==> src/rtl/bcd_scan_pkg.sv <==
// Shared constants for the bcd_scan7seg display driver: segment codes, default sizing and width helper.
package bcd_scan_pkg;

  // Segment codes, bit 0 = a ... bit 6 = g, active-high
  localparam logic [6:0] SEG_0    = 7'h3F;
  localparam logic [6:0] SEG_1    = 7'h06;
  localparam logic [6:0] SEG_2    = 7'h5B;
  localparam logic [6:0] SEG_3    = 7'h4F;
  localparam logic [6:0] SEG_4    = 7'h66;
  localparam logic [6:0] SEG_5    = 7'h6D;
  localparam logic [6:0] SEG_6    = 7'h7D;
  localparam logic [6:0] SEG_7    = 7'h07;
  localparam logic [6:0] SEG_8    = 7'h7F;
  localparam logic [6:0] SEG_9    = 7'h6F;
  localparam logic [6:0] SEG_DASH = 7'h40;
  localparam logic [6:0] SEG_OFF  = 7'h00;

  // Counter width able to hold 0..n-1, never narrower than one bit
  function automatic int unsigned cnt_w(input int unsigned n);
    return (n > 1) ? $clog2(n) : 1;
  endfunction

  localparam int unsigned NDIG_DEF     = 4;
  localparam int unsigned PRESCALE_DEF = 1000;
  localparam int unsigned BLANK_DEF    = 2;
  localparam int unsigned PRE_W_DEF    = cnt_w(PRESCALE_DEF);
  localparam int unsigned IDX_W_DEF    = cnt_w(NDIG_DEF);

endpackage

==> src/rtl/bcd_to_7seg.sv <==
// Combinational BCD to 7-segment decoder; codes A..F show a dash.
module bcd_to_7seg
  import bcd_scan_pkg::*;
(
  input  logic [3:0] bcd,
  output logic [6:0] seg_c
);

  always_comb begin
    seg_c = SEG_DASH;
    case (bcd)
      4'd0:    seg_c = SEG_0;
      4'd1:    seg_c = SEG_1;
      4'd2:    seg_c = SEG_2;
      4'd3:    seg_c = SEG_3;
      4'd4:    seg_c = SEG_4;
      4'd5:    seg_c = SEG_5;
      4'd6:    seg_c = SEG_6;
      4'd7:    seg_c = SEG_7;
      4'd8:    seg_c = SEG_8;
      4'd9:    seg_c = SEG_9;
      default: seg_c = SEG_DASH;
    endcase
  end

endmodule

==> src/rtl/bcd_scan7seg.sv <==
// Multiplexed 7-segment scan driver for NDIG BCD digits with shadow capture and anti-ghost blanking.
// Optional leading-zero blanking is enabled by defining BCD_SCAN_LZB_EN.
module bcd_scan7seg
  import bcd_scan_pkg::*;
#(
  parameter int unsigned NDIG         = NDIG_DEF,
  parameter int unsigned PRESCALE     = PRESCALE_DEF,
  parameter int unsigned BLANK_CYCLES = BLANK_DEF
) (
  input  logic              CLK,
  input  logic              CDN,
  input  logic              EN,
  input  logic              LATCH,
  input  logic [4*NDIG-1:0] DIG,
  input  logic [NDIG-1:0]   DPI,
  output logic [6:0]        SEG,
  output logic              DP,
  output logic [NDIG-1:0]   AN,
  output logic              FRAME
);

  localparam int unsigned PRE_W = cnt_w(PRESCALE);
  localparam int unsigned IDX_W = cnt_w(NDIG);

  logic [PRE_W-1:0]  pre, pre_nxt;
  logic [IDX_W-1:0]  idx, idx_nxt;
  logic [4*NDIG-1:0] dig_sh;
  logic [NDIG-1:0]   dpi_sh;

  logic              slot_end, wrap, strobe, lead_blank, cur_dp;
  logic [3:0]        cur_digit;
  logic [6:0]        seg_dec_c;
  logic [6:0]        seg_nxt;
  logic              dp_nxt, frame_nxt;
  logic [NDIG-1:0]   an_nxt;

  // Slot prescaler and digit index
  always_comb begin
    slot_end = (pre == PRE_W'(PRESCALE - 1));
    wrap     = slot_end && (idx == IDX_W'(NDIG - 1));
    pre_nxt  = pre;
    idx_nxt  = idx;
    if (EN) begin
      if (slot_end) begin
        pre_nxt = '0;
        idx_nxt = wrap ? '0 : idx + IDX_W'(1);
      end else begin
        pre_nxt = pre + PRE_W'(1);
      end
    end
  end

  // Select the shadow digit being scanned
  always_comb begin
    cur_digit = 4'd0;
    cur_dp    = 1'b0;
    for (int i = 0; i < NDIG; i++) begin
      if (idx == IDX_W'(i)) begin
        cur_digit = dig_sh[4*i +: 4];
        cur_dp    = dpi_sh[i];
      end
    end
  end

`ifdef BCD_SCAN_LZB_EN
  // Blank digit idx>0 when it and every more significant digit are zero
  always_comb begin
    lead_blank = (idx != '0);
    for (int i = 0; i < NDIG; i++) begin
      if ((IDX_W'(i) >= idx) && (dig_sh[4*i +: 4] != 4'd0)) lead_blank = 1'b0;
    end
  end
`else
  assign lead_blank = 1'b0;
`endif

  bcd_to_7seg u_dec (
    .bcd   (cur_digit),
    .seg_c (seg_dec_c)
  );

  // Next output values; strobes stay dark during the anti-ghost window
  always_comb begin
    strobe    = EN && (pre >= PRE_W'(BLANK_CYCLES));
    an_nxt    = '1;
    seg_nxt   = SEG_OFF;
    dp_nxt    = 1'b0;
    frame_nxt = EN && wrap;
    if (strobe) begin
      an_nxt  = ~(NDIG'(1) << idx);
      seg_nxt = lead_blank ? SEG_OFF : seg_dec_c;
      dp_nxt  = cur_dp;
    end
  end

  always_ff @(posedge CLK or negedge CDN) begin
    if (!CDN) begin
      pre    <= '0;
      idx    <= '0;
      dig_sh <= '0;
      dpi_sh <= '0;
      AN     <= '1;
      SEG    <= SEG_OFF;
      DP     <= 1'b0;
      FRAME  <= 1'b0;
    end else begin
      pre   <= pre_nxt;
      idx   <= idx_nxt;
      AN    <= an_nxt;
      SEG   <= seg_nxt;
      DP    <= dp_nxt;
      FRAME <= frame_nxt;
      if (LATCH) begin
        dig_sh <= DIG;
        dpi_sh <= DPI;
      end
    end
  end

endmodule

==> config.mk <==
export PLATFORM = sky130hd
export DESIGN_NAME = bcd_scan7seg
export DESIGN_NICKNAME = d
export VERILOG_FILES = /design/src/rtl/bcd_scan_pkg.sv /design/src/rtl/bcd_to_7seg.sv /design/src/rtl/bcd_scan7seg.sv
export SDC_FILE = /design/constraint.sdc
export NUM_CORES = 1
export LEC_CHECK = 0
export CAP_MARGIN = 25
export CORE_MARGIN = 2
export CORE_UTILIZATION = 49
export CTS_BUF_LIST = sky130_fd_sc_hd__clkbuf_2
export DETAILED_ROUTE_END_ITERATION = 10
export GPL_TIMING_DRIVEN = 0
export PLACE_DENSITY = 0.74
export SETUP_SLACK_MARGIN = 0.1
export SLEW_MARGIN = 10
export SYNTH_ARGS = -nofsm -noshare
export SYNTH_HDL_FRONTEND = slang
export SYNTH_SLANG_ARGS = --single-unit
==> constraint.sdc <==
create_clock -name CLK -period 2.32 [get_ports CLK]
set_clock_uncertainty 0.1 [all_clocks]
set_input_delay 0.348 -clock CLK [delete_from_list [all_inputs] [get_ports CLK]]
set_output_delay 0.348 -clock CLK [all_outputs]
set_load 0.005 [all_outputs]
### Word level (Yosys, flattened, before mapping)

Memory sizes are Yosys's and may differ from the RTL's.
Cells that the tools add are included.

* muxes and demuxes: 13
* eq/ne operators: 4
* divide/modulo/power cells: 0
* $lt $le $gt $ge: 1
* multiply operators: 0
* bitwise gates (word level): 1
* $add $sub $neg: 2
* shift-type cells: 1
* reduce and logical (&&, ||, !) cells: 5

Operator list (number)
* $mux 4: 5
* $add 10x1->10 const B: 1
* $eq 10x10->1 const B: 1
* $ge 10x2->1 const B: 1
* $mux 10: 1
* $mux 7: 1
* $mux 1: 5
* $eq 2x2->1 const B: 2
* $not 4->4: 1
* $shl 1x2->4 const A: 1
* $logic_and 1x1->1: 3
* $add 2x1->2 const B: 1
* $eq 2x1->1 const B: 1
* $logic_not 2->1: 1
* $mux 2: 1
* $reduce_and 2->1: 1

* output and inout port bits: 13
* memory bits (writable): 0
* bits of input ports: 24
* word-level logic and storage cells: 36
* latch bits: 0
* bits in registers: 45
* memories kept: 1
* bits in read-only memories: 112

Memories
* (name not given): words 16, bits a word 7, rd ports 1, clocked after Yosys merged registers in 0, write ports 0, line bcd_to_7seg.sv:11 `case (bcd)`

### Depth between registers and ports, before layout

Gate-level depths: netlist of run 1.
An unclocked memory read counts as a cell.

* word-level depth: 7
* depth in mapped cells: 10
* mapped depth without buffers: 9

### By module

Synthesis of run 1 repeated with hierarchy kept, for this count alone.

* cell total of the unflattened synthesis: 198
* area total of the unflattened synthesis: 2259.7 sq um

By module, submodules not included
* bcd_scan7seg: area each 2026.9 sq um, instances 1, cells an instance 169, seq. area each 1131.1 sq um
* bcd_to_7seg: area each 232.7 sq um, instances 1, cells an instance 29, seq. area each 0.0 sq um

### Worst setup path after synthesis of run 1

No wires, ideal clock.

* path kind: flip-flop to flip-flop
* start point: reg idx[0]
* end point: reg SEG[6]
* arrival: 2.207 ns
* path slack: -0.065 ns
* stages on the path, launching flop included: 9
* path buffers: 0
* cell sequence: dfrtp_1 > inv_1 > ha_1 > inv_1 > o311ai_0 > inv_1 > ha_1 > or2_2 > a21oi_1

* cells in the longest elaborated chain, start to end: 7

RTL lines
* from (decl): line bcd_scan7seg.sv:26 `logic [IDX_W-1:0] idx, idx_nxt;`
* from (signal assigned): line bcd_scan7seg.sv:108 `idx <= idx_nxt;`
* $logic_not 2->1: line bcd_scan7seg.sv:58 `if (idx == IDX_W'(i)) begin`
* $mux 4 (3 in a row): line bcd_scan7seg.sv:58
* $mux 4 *: line bcd_scan7seg.sv:58
* $mem_v2 16x7 *
* $mux 7 *: line bcd_scan7seg.sv:89 `if (strobe) begin`
* named net seg_nxt[6]: line bcd_scan7seg.sv:33 `logic [6:0] seg_nxt;`
* to (signal assigned): line bcd_scan7seg.sv:110 `SEG <= seg_nxt;`
* to (decl): line bcd_scan7seg.sv:16 `output logic [6:0] SEG,`

Mark *: on every way through the listed nets, which the timed path passes. The rest lies on a longest branch.
A chain may end at the register's enable or synchronous reset.

### Worst setup path after layout of run 1

Ends and elaborated chain as after synthesis.

==> reports/metrics.yaml, run 1 <==
run_status:
  status: "complete, no violations"
logic_synthesis:
  synthXorXnorAreaFrac: 0.02459
  synth_simple_gate_area_frac: 0.1247
  async_flop_share: 1.000
  synth-adder-area-share: 0.06440
  ys_warn_count: 0
  yosysTopAreaCell: "dfrtp_1"
  synth-seq-cells: 45
  synth.top_cell.area_share: 0.4801
  netlist_area_um2: 2137
  synth_top_family_by_area: "simple AND/OR/NAND/NOR gates"
  ys.flop_type: "dfrtp_1"
  synth_cells: 185
  avgSynthCellArea_um2: 11.55
  ys_types: 40
  synth_nets: 220
  synth_compound_area_frac: 0.1048
  synthMuxAreaShare: 0.1247
  synth_edf_count: 0
  ys_seq_area_frac: 0.5293
  synth_area_leaders: "dfrtp_1 48%, mux2_2 11%, ha_1 6.4%"
power_and_ir_drop:
  power.share.sequential: 0.504
  power_density_nw_per_um2: 682.1
  finalPower_mw: 1.921
  ir_drop_v: 0.0003756
  cellLeakagePower_nw: 1.208
  p_sw_mw: 0.5187
  power.internal_mw: 1.402
  clockPowerShare: 0.287
  p_comb_frac: 0.208
  switching_share: 0.2700
cts:
  cts_sinks: 45
  root_buffer: "clkbuf_2"
  cts_buffers: 5
  clkTransAtPathRegs_ns: 0.23
  ctsHtreeMaxLevel: 2
  cts_tree: "yes"
  clock_latency_ns: 0.45
  clk_path_buf_depth: 2
global_route:
  antenna_found_initial: 0
  grt_pass1_vias: 1451
  gr-usage-all-layers: 0.1723
  grt_max_degree: 24
  grt_pass1_wl_um: 6596
  grt-ovfl-total: 0
timing:
  hold_violations: 0
  hold_slack_ns: 0.1863
  setup_viol: 0
  rsz0062_at_grt: "true"
  final_max_slew_viol_count: 0
  setup_tns_ns: 0
  worst_slew_pin_slew_ns: 0.6001
  fin_ws_ns: 0.1392
  max_freq_mhz: 458.6
  finalCriticalPeriod_ns: 2.181
  timing.final.crit_share: 0.9400
  slew_headroom: 0.5980
critical_path:
  cp-end-kind: "register"
  start_kind: "register"
  crit_type: "register to register"
  worstPathRequired_ns: 2.60
  worstPathMaxFanout: 8
  crit_arrival_ns: 2.46
place:
  portBuffers: 34
  gp_congestion: 0.8276
  pre_cts_slack_ns: -0.1963
  post_dp_cell_area_um2: 2565
  hpwl_um: 2760
  place_inst: 272
finish:
  post-route-util: 0.6605
  area_growth_pct: 31.79
  fin_cells: 290
  postLayoutCellArea_um2: 2816
  diodes: 0
  nets: 272
  drive_gt1_frac: 0.2815
  final_cell_mix: "40 x dfrtp_1, 33 x clkdlybuf4s50_1, 21 x mux2_2, 20 x nand2_1, 11 x nor2_1"
  mostFrequentLayoutCell: "dfrtp_1"
  fillers: 340
die:
  die_area_um2: 4906
  rows: 24
  die_x_um: 70.04
  coreArea_um2: 4264
  top_level_ports: 37
  die_h_um: 70.04
  initial_core_util: 0.5012
detailed_routing:
  drcViolationCount: 0
  dr.pass1.iters: 4
  wire_per_inst_um: 13.60
  viasPerCell: 5.341
  postRouteAntennaNets: 0
  vias: 1549
  drtIter0Drc: 78
  drt-total-wl_um: 3944
worst_hold_path:
  hp-class: "primary input to register"
run:
  maxCapViolations: 0
==> path summary, 6_finish.rpt <==
kind / start / endpoint / slack (ns) / cells past startpoint
max in group asynchronous: CDN / AN[3] / 1.23 / 3
worst min register to register: pre[4] / pre[4] / 0.42 / 1
worst max-delay path: idx[0] / SEG[6] / 0.14 / 9
worst min-delay path: EN / pre[2] / 0.19 / 3
worst max register to register: idx[0] / SEG[6] / 0.14 / 9
min in group asynchronous: CDN / dig_sh[2] / 0.28 / 2
==> cell usage after synthesis (2+ instances only) <==
library cell	count
dfrtp_1	41
mux2_2	21
nand2_1	20
nor2_1	12
ha_1	11
inv_1	8
a21oi_1	6
nand3_1	6
nand4_1	5
xnor2_1	5
clkbuf_1	4
dfstp_2	4
o211ai_1	4
o22ai_1	4
mux2i_1	3
o21ai_0	3
a31oi_1	2
buf_2	2
nor4_1	2
or2_2	2
==> cells by family after synthesis <==
family                     Yosys count
AOI/OAI and AO/OA                   29
and+or+nand+nor                     55
buffers and inverters               15
DFF                                 45
adders and majority gates           11
xor gates and xnor gates             6
muxes                               24
==> layer usage <==
layer / track usage / share of wire / wire, µm
met1: 0.2236 / 0.45 / 1788
met2: 0.2804 / 0.48 / 1889
met3: 0.03752 / 0.047 / 186
met4: 0.07051 / 0.020 / 79
met5: 0 / 0 / 0
==> worst max-delay path, cell delays in order (launching register included) <==
cell and delay, ns:
dfrtp_2 0.47, buf_4 0.15, ha_4 0.20, nor2_4 0.16, o211ai_1 0.13, o221a_4 0.15, buf_4 0.14, ha_1 0.19
or2_2 0.31, a21oi_1 0.14
==> registers in the layout, summed over array words and instances (netlist names) <==
name / flops
FRAME: 1
SEG: 7
dpi_sh: 4
dig_sh: 16
AN: 4
pre: 10
idx: 2
DP: 1
==> layout make-up <==
class,count,area (µm²),area share
flip-flops and latches,45,1132,0.4020
well taps,52,65.06,0.02310
repair buffers,45,440.4,0.1564
plain buffers,6,31.28,0.01111
inverters,9,33.78,0.01199
clock buffers,5,25.02,0.008885
multi-input cells,125,1023,0.3634
clock inverters,3,65.06,0.02310
==> timing repair <==
item                                    4_1_cts  5_1_grt
pin swaps                                     1        5
endpoints found under the hold margin        21        0
endpoints found under the setup margin        6        7
buffers inserted                              2        7
hold buffers                                  1        0
gates resized for setup                       7       13
==> power by group through the flow <==
stage	clock [mW]	combinational, mW	sequential, mW
floorplan	0	0.230	0.969
global placement	0	0.374	0.978
detailed placement	0	0.384	0.982
CTS	0.558	0.395	0.968
global route	0.600	0.443	0.983
finish	0.552	0.400	0.969
No activity file was read; power rests on OpenSTA's default activity.
==> inputs of run 2 (changes only) <==
--- a/config.mk
+++ b/config.mk
@@ -7,11 +7,12 @@
 export LEC_CHECK = 0
 export CAP_MARGIN = 25
 export CORE_MARGIN = 2
-export CORE_UTILIZATION = 49
+export CORE_UTILIZATION = 45
 export CTS_BUF_LIST = sky130_fd_sc_hd__clkbuf_2
+export CTS_CLUSTER_SIZE = 40
 export DETAILED_ROUTE_END_ITERATION = 10
 export GPL_TIMING_DRIVEN = 0
-export PLACE_DENSITY = 0.74
+export PLACE_DENSITY = 0.68
 export SETUP_SLACK_MARGIN = 0.1
 export SLEW_MARGIN = 10
 export SYNTH_ARGS = -nofsm -noshare
==> reports/metrics.yaml, run 2 (synthesized netlist as in run 1, its figures left out) <==
run_status:
  status: "complete, no violations"
die:
  rows: 25
  die_x_um: 72.91
  coreArea_um2: 4661
  top_level_ports: 37
  die_area_um2: 5316
  initial_core_util: 0.4585
  die_h_um: 72.91
critical_path:
  worstPathRequired_ns: 2.55
  cp_common_cell: "buf_4"
  crit_arrival_ns: 2.38
  slowest_stage: "dfrtp_1"
  slowest_delay_ns: 0.46
  cp-end-kind: "register"
  worstPathCellList: "buf_4 -> ha_4 -> nand2b_2 -> o221a_2 -> buf_4 -> ha_1 -> o21bai_1 -> a21oi_1"
  start_kind: "register"
  worstPathMaxFanout: 8
  crit_type: "register to register"
finish:
  area_growth_pct: 29.74
  postLayoutCellArea_um2: 2773
  mostFrequentLayoutCell: "dfrtp_1"
  drive_gt1_frac: 0.2839
  largest_reg_flops: 16
  final_cell_mix: "40 x dfrtp_1, 33 x clkdlybuf4s50_1, 21 x mux2_2, 19 x nand2_1, 11 x nor2_1"
  diodes: 0
  nets: 270
  regMostFlops: "dig_sh"
  fin_cells: 290
  reg_top3: "dig_sh: 16 flops, pre: 10 flops, SEG: 7 flops"
timing:
  max_freq_mhz: 464.1
  slew_headroom: 0.6093
  finalCriticalPeriod_ns: 2.155
  hold_violations: 0
  timing.final.crit_share: 0.9287
  rsz0062_at_grt: "true"
  setup_viol: 0
  worst_slew_pin_slew_ns: 0.5833
  final_max_slew_viol_count: 0
  hold_slack_ns: 0.2185
global_route:
  grt-ovfl-total: 0
  grt_pass1_wl_um: 6527
  antenna_found_initial: 0
  grt_pass1_vias: 1411
  grt_max_degree: 28
  gr-usage-all-layers: 0.1608
detailed_routing:
  dr.pass1.iters: 4
  drcViolationCount: 0
  routed.top_layer: "met4"
  drt-total-wl_um: 3952
  drtIter0Drc: 126
  viasPerCell: 5.328
  wl_met1_um: 1835
  wl_met2_um: 1903
  wl_met3_um: 196
  vias: 1545
  wire_per_inst_um: 13.63
  postRouteAntennaNets: 0
cts:
  ctsHtreeMaxLevel: 2
  cts_sinks: 45
  root_buffer: "clkbuf_2"
  cts_buffers: 5
  clk_path_buf_depth: 2
  clock_latency_ns: 0.40
  cts_tree: "yes"
  clkTransAtPathRegs_ns: 0.23
run:
  maxCapViolations: 0
power_and_ir_drop:
  ir_drop_v: 0.0003097
  cellLeakagePower_nw: 1.168
  power_density_nw_per_um2: 646.2
  finalPower_mw: 1.792
worst_hold_path:
  hp-class: "primary input to register"
place:
  gp_congestion: 0.8362
  post_dp_cell_area_um2: 2560
  hpwl_um: 2823
  place_inst: 274
  portBuffers: 34
run 2: through the flow:
step / worst slack (ns) / util / TNS, ns
floorplan: 0.1411 / - / 0
global placement: -0.4389 / 0.5460 / -18.28
detailed placement: -0.1997 / 0.5493 / -0.4709
CTS: 0.08868 / 0.5737 / 0
global route: 0.07611 / 0.5949 / 0
finish: 0.1653 / 0.5949 / 0
run 2: critical path, delay by kind of cell (launching register included):
kind	cells	cell delay (ns)
flops	1	0.46
fa+ha+maj	2	0.48
buf+inv	2	0.31
simple gates	1	0.22
compound gates	3	0.50
run 2: layer usage:
metal  up-vias  global-route usage
met4         0             0.06790
met3         2             0.03177
met2        44              0.2535
met5         -                   0
li1        752                   -
met1       747              0.2168
run 2: final cells by class:
class	count	area [µm²]
clock buffer	5	25.02
sequential	45	1132
fill	417	1888
inverter	9	36.28
tap	54	67.56
multi-input combinational	125	1017
clock inverter	3	41.29
timing repair buffer	43	421.7
buffer	6	31.28
run 2: report_power, final:
group / internal, mW / switching, mW / leakage [nW]
Sequential: 0.892 / 0.0751 / 0.540
Combinational: 0.216 / 0.179 / 0.591
Clock: 0.178 / 0.251 / 0.0366
Total: 1.29 / 0.505 / 1.17
run 2: repair_timing:
item	in CTS	in global routing
setup buffers	1	6
pin swaps	0	6
hold buffers	1	0
resized for setup	6	17
endpoints found under the hold margin	17	0
endpoints found under the setup margin	6	7
run 2: path summary, 6_finish.rpt:
kind	slack (ns)	to	start	cells past startpoint
setup / recovery	0.17	SEG[1]	idx[1]	8
hold / removal	0.22	pre[0]	EN	2
setup reg to reg	0.17	SEG[1]	idx[1]	8
hold reg to reg	0.43	pre[4]	pre[4]	1
max in group asynchronous	1.25	AN[3]	CDN	3
min in group asynchronous	0.27	dig_sh[0]	CDN	2
